<file path="src/rtl/fetch_pc_decode.sv">
// Fetch/decode front end: PC/nPC register pair with +4 adder, and a purely
// combinational decoder from the ID-stage instruction to a 20-bit control vector.
module fetch_pc_decode #(
  parameter logic [31:0] RESET_PC = 32'd0
) (
  input  logic        clk,
  input  logic        clr,
  input  logic        le,
  input  logic [31:0] instr,
  output logic [31:0] pc,
  output logic [31:0] npc,
  output logic [31:0] npc_plus4,
  output logic [19:0] instr_signals
);

  // Major opcode, instr[31:30]
  localparam logic [1:0] OpFmt2  = 2'b00;
  localparam logic [1:0] OpCall  = 2'b01;
  localparam logic [1:0] OpArith = 2'b10;
  localparam logic [1:0] OpMem   = 2'b11;

  // Format-2 sub-opcode, instr[24:22]
  localparam logic [2:0] Op2Bicc  = 3'b010;
  localparam logic [2:0] Op2Sethi = 3'b100;

  // Format-3 sub-opcodes of interest, instr[24:19]
  localparam logic [5:0] Op3Sll  = 6'b100101;
  localparam logic [5:0] Op3Srl  = 6'b100110;
  localparam logic [5:0] Op3Sra  = 6'b100111;
  localparam logic [5:0] Op3Jmpl = 6'b111000;

  // ALU opcodes produced directly by the decoder
  localparam logic [3:0] AluAdd   = 4'b0000;
  localparam logic [3:0] AluSll   = 4'b1010;
  localparam logic [3:0] AluSrl   = 4'b1011;
  localparam logic [3:0] AluSra   = 4'b1101;
  localparam logic [3:0] AluPassB = 4'b1110;

  localparam logic [1:0] SizeWord = 2'b00;

  // ---------------------------------------------------------------------------
  // PC / nPC pair
  // ---------------------------------------------------------------------------
  logic [31:0] pc_q, pc_d;
  logic [31:0] npc_q, npc_d;
  logic [31:0] npc_inc;

  assign npc_inc = npc_q + 32'd4;

  always_comb begin
    pc_d  = pc_q;
    npc_d = npc_q;
    if (clr) begin
      pc_d  = RESET_PC;
      npc_d = RESET_PC + 32'd4;
    end else if (le) begin
      pc_d  = npc_q;
      npc_d = npc_inc;
    end
  end

  always_ff @(posedge clk) begin
    pc_q  <= pc_d;
    npc_q <= npc_d;
  end

  assign pc        = pc_q;
  assign npc       = npc_q;
  assign npc_plus4 = npc_inc;

  // ---------------------------------------------------------------------------
  // Instruction decode
  // ---------------------------------------------------------------------------
  logic [1:0] op;
  logic [2:0] op2;
  logic [5:0] op3;

  assign op  = instr[31:30];
  assign op2 = instr[24:22];
  assign op3 = instr[24:19];

  logic       dec_jmpl;
  logic       dec_call;
  logic       dec_load;
  logic       dec_rf_we;
  logic       dec_mem_se;
  logic       dec_mem_rw;
  logic       dec_mem_en;
  logic [1:0] dec_mem_size;
  logic       dec_cc_en;
  logic [3:0] dec_alu_op;
  logic       dec_store;
  logic       dec_branch;

  always_comb begin
    dec_jmpl     = 1'b0;
    dec_call     = 1'b0;
    dec_load     = 1'b0;
    dec_rf_we    = 1'b0;
    dec_mem_se   = 1'b0;
    dec_mem_rw   = 1'b0;
    dec_mem_en   = 1'b0;
    dec_mem_size = SizeWord;
    dec_cc_en    = 1'b0;
    dec_alu_op   = AluAdd;
    dec_store    = 1'b0;
    dec_branch   = 1'b0;

    unique case (op)
      OpCall: begin
        dec_call   = 1'b1;
        dec_rf_we  = 1'b1;
        dec_alu_op = AluAdd;
      end

      OpFmt2: begin
        // Anything other than sethi/Bicc (unimp, nop-like zero word) decodes to no-op.
        if (op2 == Op2Sethi) begin
          dec_rf_we  = 1'b1;
          dec_alu_op = AluPassB;
        end else if (op2 == Op2Bicc) begin
          dec_branch = 1'b1;
        end
      end

      OpArith: begin
        // Shifts and jmpl live in the op3[5]=1 half, so they must win over the generic rule.
        if (op3 == Op3Jmpl) begin
          dec_jmpl   = 1'b1;
          dec_rf_we  = 1'b1;
          dec_alu_op = AluAdd;
        end else if (op3 == Op3Sll) begin
          dec_rf_we  = 1'b1;
          dec_alu_op = AluSll;
        end else if (op3 == Op3Srl) begin
          dec_rf_we  = 1'b1;
          dec_alu_op = AluSrl;
        end else if (op3 == Op3Sra) begin
          dec_rf_we  = 1'b1;
          dec_alu_op = AluSra;
        end else if (!op3[5]) begin
          dec_rf_we  = 1'b1;
          dec_alu_op = op3[3:0];
          dec_cc_en  = op3[4];
        end
      end

      OpMem: begin
        dec_mem_en   = 1'b1;
        dec_alu_op   = AluAdd;
        dec_mem_size = (op3[1:0] == 2'b11) ? SizeWord : op3[1:0];
        if (op3[2]) begin
          dec_store  = 1'b1;
          dec_mem_rw = 1'b1;
        end else begin
          dec_load   = 1'b1;
          dec_rf_we  = 1'b1;
          dec_mem_se = op3[3];
        end
      end

      default: ;
    endcase
  end

  assign instr_signals = {
    dec_branch,    // [19]
    dec_store,     // [18]
    dec_alu_op,    // [17:14]
    instr[13],     // [13]
    instr[24],     // [12]
    instr[30],     // [11]
    instr[31],     // [10]
    dec_cc_en,     // [9]
    dec_mem_size,  // [8:7]
    dec_mem_en,    // [6]
    dec_mem_rw,    // [5]
    dec_mem_se,    // [4]
    dec_rf_we,     // [3]
    dec_load,      // [2]
    dec_call,      // [1]
    dec_jmpl       // [0]
  };

endmodule

</file>
<file path="config.mk">
export PLATFORM = sky130hd
export DESIGN_NAME = fetch_pc_decode
export DESIGN_NICKNAME = d
export VERILOG_FILES = /design/src/rtl/fetch_pc_decode.sv
export SDC_FILE = /design/constraint.sdc
export NUM_CORES = 1
export LEC_CHECK = 0
export CELL_PAD_IN_SITES_DETAIL_PLACEMENT = 0
export CELL_PAD_IN_SITES_GLOBAL_PLACEMENT = 1
export CORE_ASPECT_RATIO = 0.5
export CORE_UTILIZATION = 28
export CTS_BUF_LIST = sky130_fd_sc_hd__clkbuf_4 sky130_fd_sc_hd__clkbuf_8
export DETAILED_ROUTE_END_ITERATION = 16
export PLACE_DENSITY = 0.78
export SLEW_MARGIN = 20
export SYNTH_ARGS = -nofsm -noshare
export SYNTH_HDL_FRONTEND = slang
export SYNTH_SLANG_ARGS = --single-unit
</file>
<file path="constraint.sdc">
create_clock -name clk -period 2.6 [get_ports clk]
set_input_delay 0.52 -clock clk [delete_from_list [all_inputs] [get_ports clk]]
set_output_delay 0.52 -clock clk [all_outputs]
set_load 0.01 [all_outputs]
</file>
### Yosys cells after proc, flatten, opt, wreduce, memory -nomap -nowiden

Index checks and enable logic that the tools add are counted.

* flip-flop bits (word level): 64
* input bits: 35
* output and inout bits: 116
* logic and storage cells: 50

* add/subtract/negate cells: 1
* equality and inequality tests: 10
* mux-type cells: 35
* reduce and logical (&&, ||, !) cells: 2

Operators with widths (number)
* 32-bit by 3-bit adder with 32-bit output, second input constant: 1
* 1-bit 2-to-1 mux: 25
* 6-bit == test, second input constant: 4
* 4-bit 2-to-1 mux: 6
* 4-bit one-hot mux with 3 select lines: 1
* 2-bit == test, second input constant: 3
* 2-bit 2-to-1 mux: 2
* 1-bit one-hot mux with 4 select lines: 1
* 3-bit by 2-bit == test with 1-bit output, second input constant: 1
* 3-bit == test, second input constant: 1
* 2-bit by 1-bit == test with 1-bit output, second input constant: 1
* 2-bit logical NOT: 1
* 2-bit OR reduction: 1

### Logic depth before layout (Yosys ltp)

* depth after elaboration: 6
* depth in mapped cells: 7
* gate-level depth less buffers: 5

### Worst setup path before layout

Ideal clock, no wire load.

* kind: reg-to-output
* from: register npc_q[2] (netlist: npc[2])
* to: output npc_plus4[28]
* arrival time: 2.224 ns
* data required time: 2.080 ns
* slack: -0.144 ns
* stages on the path, launching flop included: 7
* path buffers: 1
* cells stage by stage: dfxtp_1 -> ha_1 -> nand4_2 -> or4_1 -> buf_2 -> or3_1 -> xnor2_1

* longest elaborated chain between the ends: 1

RTL lines
* from (decl): RTL line 45 `logic [31:0] npc_q, npc_d;`
* from (signal assigned): RTL line 64 `npc_q <= npc_d;`
* 32-bit by 3-bit adder with 32-bit output: RTL line 48 `assign npc_inc = npc_q + 32'd4;`
* to (decl): RTL line 12 `output logic [31:0] npc_plus4,`

Every way passes these cells.

### Final worst setup path

* from: register npc_q[2] (netlist: npc[2])
* to: output npc_plus4[29]

Same word-level chain as after synthesis.

==> metrics.csv <==
stage,metric,value,unit
outcome,outcome,"complete, but fails checks",
outcome,violated checks,negative setup slack,
routing,drt drc,0,
worst_setup_path,crit end category,output pin,
sta,RSZ-0062 raised after global routing,yes,
floorplan,Vert. Die Dim,79.7,µm
sta,worst-margin pin slew,0.565,ns
routing,routed vias,3376,
synthesis,sequential area share after synthesis,0.355,
floorplan,core area,11400,µm²
worst_setup_path,"Req. time, crit path",2.08,ns
worst_setup_path,CP dominant cell by count,buf_6,
worst_setup_path,worst-path cell chain,buf_6 > nand3_4 > or4_4 > buf_6 > buf_6 > nor4_4 > xor2_1 > buf_2,
layout,fraction of layout cells with a size suffix above 1,0.288,
floorplan,Initial Util,0.298,
worst_hold_path,Worst Hold Class,reg -> reg,
sta,clk_skew,0.00577,ns
clocking,CTS Hold Buffers Added,0,
worst_setup_path,critical setup path kind,reg -> out,
routing,DRT Wirelength,10.3,mm
synthesis,Synth Flop Type,dfxtp_1,
sta,Final Hold Violating Endpoints,0,
run,max_cap viols,0,
routing,DR vias/cell,4.63,
worst_setup_path,r2r setup slk,0.33,ns
sta,Final Max Tran Viols,0,
synthesis,cell taking the most area after synthesis,dfxtp_1,
clocking,clk buf depth,2,
routing,DRT iter0 DRCs,175,
layout,fill count,1156,
layout,Area growth syn-to-layout,61.6,%
layout,register area,1210,µm²
place,gpl congestion,0.757,
place,detailed placement HPWL,7.36,mm
worst_setup_path,Reg2Reg Depth,8,
floorplan,Die ar.,12500,µm²
worst_setup_path,CP Max Fanout,5,
worst_setup_path,"slowest stage cell, crit path",or4_4,
global_route,initial antenna violation count,0,
floorplan,I/O Pins,151,
synthesis,top-area cell type share of the netlist area,0.355,
sta,f_max,374,MHz
synthesis,cell area after synthesis,3380,µm²
sta,# setup viols final,12,
worst_setup_path,worst r2r src,npc[2],
worst_setup_path,CP arrival,2.16,ns
layout,Layout Cells excl Fill,729,
synthesis,Synth Register Bits,60,
worst_hold_path,min-delay src,pc[13],
sta,final worst-path cycle share,1.03,
synthesis,asr flop ratio synth,0,
global_route,first-pass GRT wire length,16.3,mm
clocking,H-tree Lvls,3,
worst_setup_path,crit-path leading delay family,simple AND/OR/NAND/NOR gates,
clocking,CTS tree,built,
power,Cell Pwr Density,379,nW/µm²
clocking,Num CTS Buffers,9,
layout,fin util,0.481,
sta,Setup Total Neg Slack,-0.551,ns
synthesis,syn_area_per_cell,8.45,µm²
sta,PnR worst setup slack,-0.0768,ns
synthesis,Post-synth EDFFs,0,
worst_setup_path,Buf/Inv on CP,4,
worst_setup_path,"slowest stage delay, CP",0.56,ns
power,Pleak,2.50,nW
global_route,largest net degree at the start of global routing,28,
sta,Max-slew headroom,0.623,
synthesis,synthesized netlist cell count,400,
global_route,global route overflow,0,
synthesis,post-synth cell types,45,
global_route,gr usage total,0.169,
clocking,Clock transition at path regs,0.06,ns
clocking,clk sinks,60,
worst_hold_path,Hold Path Depth,2,
power,Total Power,2.07,mW
floorplan,Cell Rows,27,
routing,routed length per placed instance,14.2,µm
global_route,vias in the first global route,3227,
floorplan,DIE WIDTH,157,µm
place,port bufs,119,
power,worst vdd ir,0.000210,V
worst_setup_path,Crit Reg-Reg Endpoint,npc[29],
layout,n_diodes,0,
synthesis,Syn. warnings,0,
clocking,"Clk Latency, worst-skew pair",0.35,ns
sta,crit path time final,2.68,ns
worst_setup_path,Setup crit start kind,flip-flop,
place,DP Cell Count,702,
clocking,clk root buf,clkbuf_8,
worst_hold_path,Hold Path Sink,pc[13],
routing,drt pass-1 iters,5,
synthesis,most area-consuming cells after synthesis,"dfxtp_1, mux2i_1, nor2_1",
layout,area of the multi-input gates,2080,µm²
layout,fin nets,601,
routing,DRT antenna net count,0,
cells in the final DEF, fill, tap and decap left out, types with 9 or more instances in the layout:
cell type / instances
a21oi_1: 16
buf_2: 20
buf_4: 69
buf_6: 9
clkbuf_8: 11
clkdlybuf4s50_1: 79
dfxtp_1: 55
dlygate4sd2_1: 9
inv_1: 10
mux2i_1: 29
nand2_1: 19
nand3_1: 15
nand4_1: 9
nor2_1: 52
o21ai_0: 9
xnor2_1: 13
xor2_1: 23
cell usage after synthesis, drive strengths merged (2+ instances only):
| cell type | count |
|---|---|
| a21oi | 16 |
| a22oi | 2 |
| a31oi | 2 |
| and2 | 3 |
| and3 | 3 |
| and4 | 4 |
| buf | 35 |
| clkbuf | 14 |
| dfxtp | 60 |
| inv | 10 |
| mux2 | 5 |
| mux2i | 29 |
| nand2 | 20 |
| nand2b | 2 |
| nand3 | 17 |
| nand4 | 10 |
| nor2 | 58 |
| nor2b | 7 |
| nor3 | 14 |
| nor4 | 6 |
| nor4bb | 2 |
| o21ai | 10 |
| o31ai | 7 |
| o41ai | 2 |
| or3 | 7 |
| or4 | 10 |
| xnor2 | 15 |
| xor2 | 23 |
how the worst max path moves through the flow:
| stage | start | to | slack, ns | cells after the start |
|---|---|---|---|---|
| finish | npc[2] | npc_plus4[29] | -0.08 | 8 |
| global route | npc[3] | npc_plus4[22] | -0.20 | 8 |
| CTS | npc[2] | npc_plus4[28] | -0.20 | 6 |
| detailed placement | instr[22] | instr_signals[3] | -0.46 | 6 |
| global placement | instr[24] | instr_signals[3] | -0.40 | 6 |
| floorplan | npc[2] | npc_plus4[28] | 0.03 | 6 |
layer usage:
layer | vias to the layer above | GRT usage | part of all wire | routed length [µm]
met2 | 93 | 0.283 | 0.47 | 4890
li1 | 1688 | - | - | -
met5 | - | 0 | 0 | 0
met4 | 0 | 0.0621 | 0.011 | 114
met3 | 9 | 0.0543 | 0.071 | 736
met1 | 1586 | 0.201 | 0.44 | 4590
logic make-up after synthesis:
logic type                 count (synthesis)  share of synthesized area
DFF                                       60                      0.355
xor gates and xnor gates                  38                     0.0985
muxes                                     34                      0.103
adders and majority gates                  1                    0.00370
AOI/OAI and AO/OA                         41                     0.0722
and+or+nand+nor                          166                      0.262
buffers and inverters                     59                      0.104
other                                      1                    0.00111
stage by stage:
step / setup WS, ns / hold slack, ns / area, µm²
6_report: -0.0768 / 0.467 / 5460
3_5_place_dp: -0.464 / 0.464 / 4990
3_3_place_gp: -0.401 / 0.455 / 4990
5_1_grt: -0.198 / 0.486 / 5460
4_1_cts: -0.195 / 0.474 / 5400
2_1_floorplan: 0.0312 / 0.490 / 3410
power by group:
part           total, mW  switching [mW]  internal, mW
clock network      0.896           0.357         0.539
logic              0.237           0.120         0.117
registers          0.936         0.00769         0.928
tightest hold or removal path: stages (launching register included):
cell and delay [ns]:
dfxtp_1 0.31, nand2_1 0.06, a21oi_1 0.05
sequential cells by signal, indices dropped and copies added (netlist names):
signal,cells
npc,30
pc,30
cell type report:
class | instances | share of cell area
clock buffers | 15 | 0.0332
multi-input cells | 286 | 0.382
flip-flops and latches | 60 | 0.222
well taps | 159 | 0.0364
inverters | 10 | 0.00687
repair buffers | 198 | 0.314
clock inverters | 1 | 0.00550
what timing repair did:
item | in CTS | in global routing
cloned | 0 | 0
setup buffers | 9 | 5
resized for setup | 137 | 26
hold endpoints to repair | 0 | 0
endpoints found under the setup margin | 32 | 27
pin swaps | 27 | 14
Power figures use the tool's default switching activity.
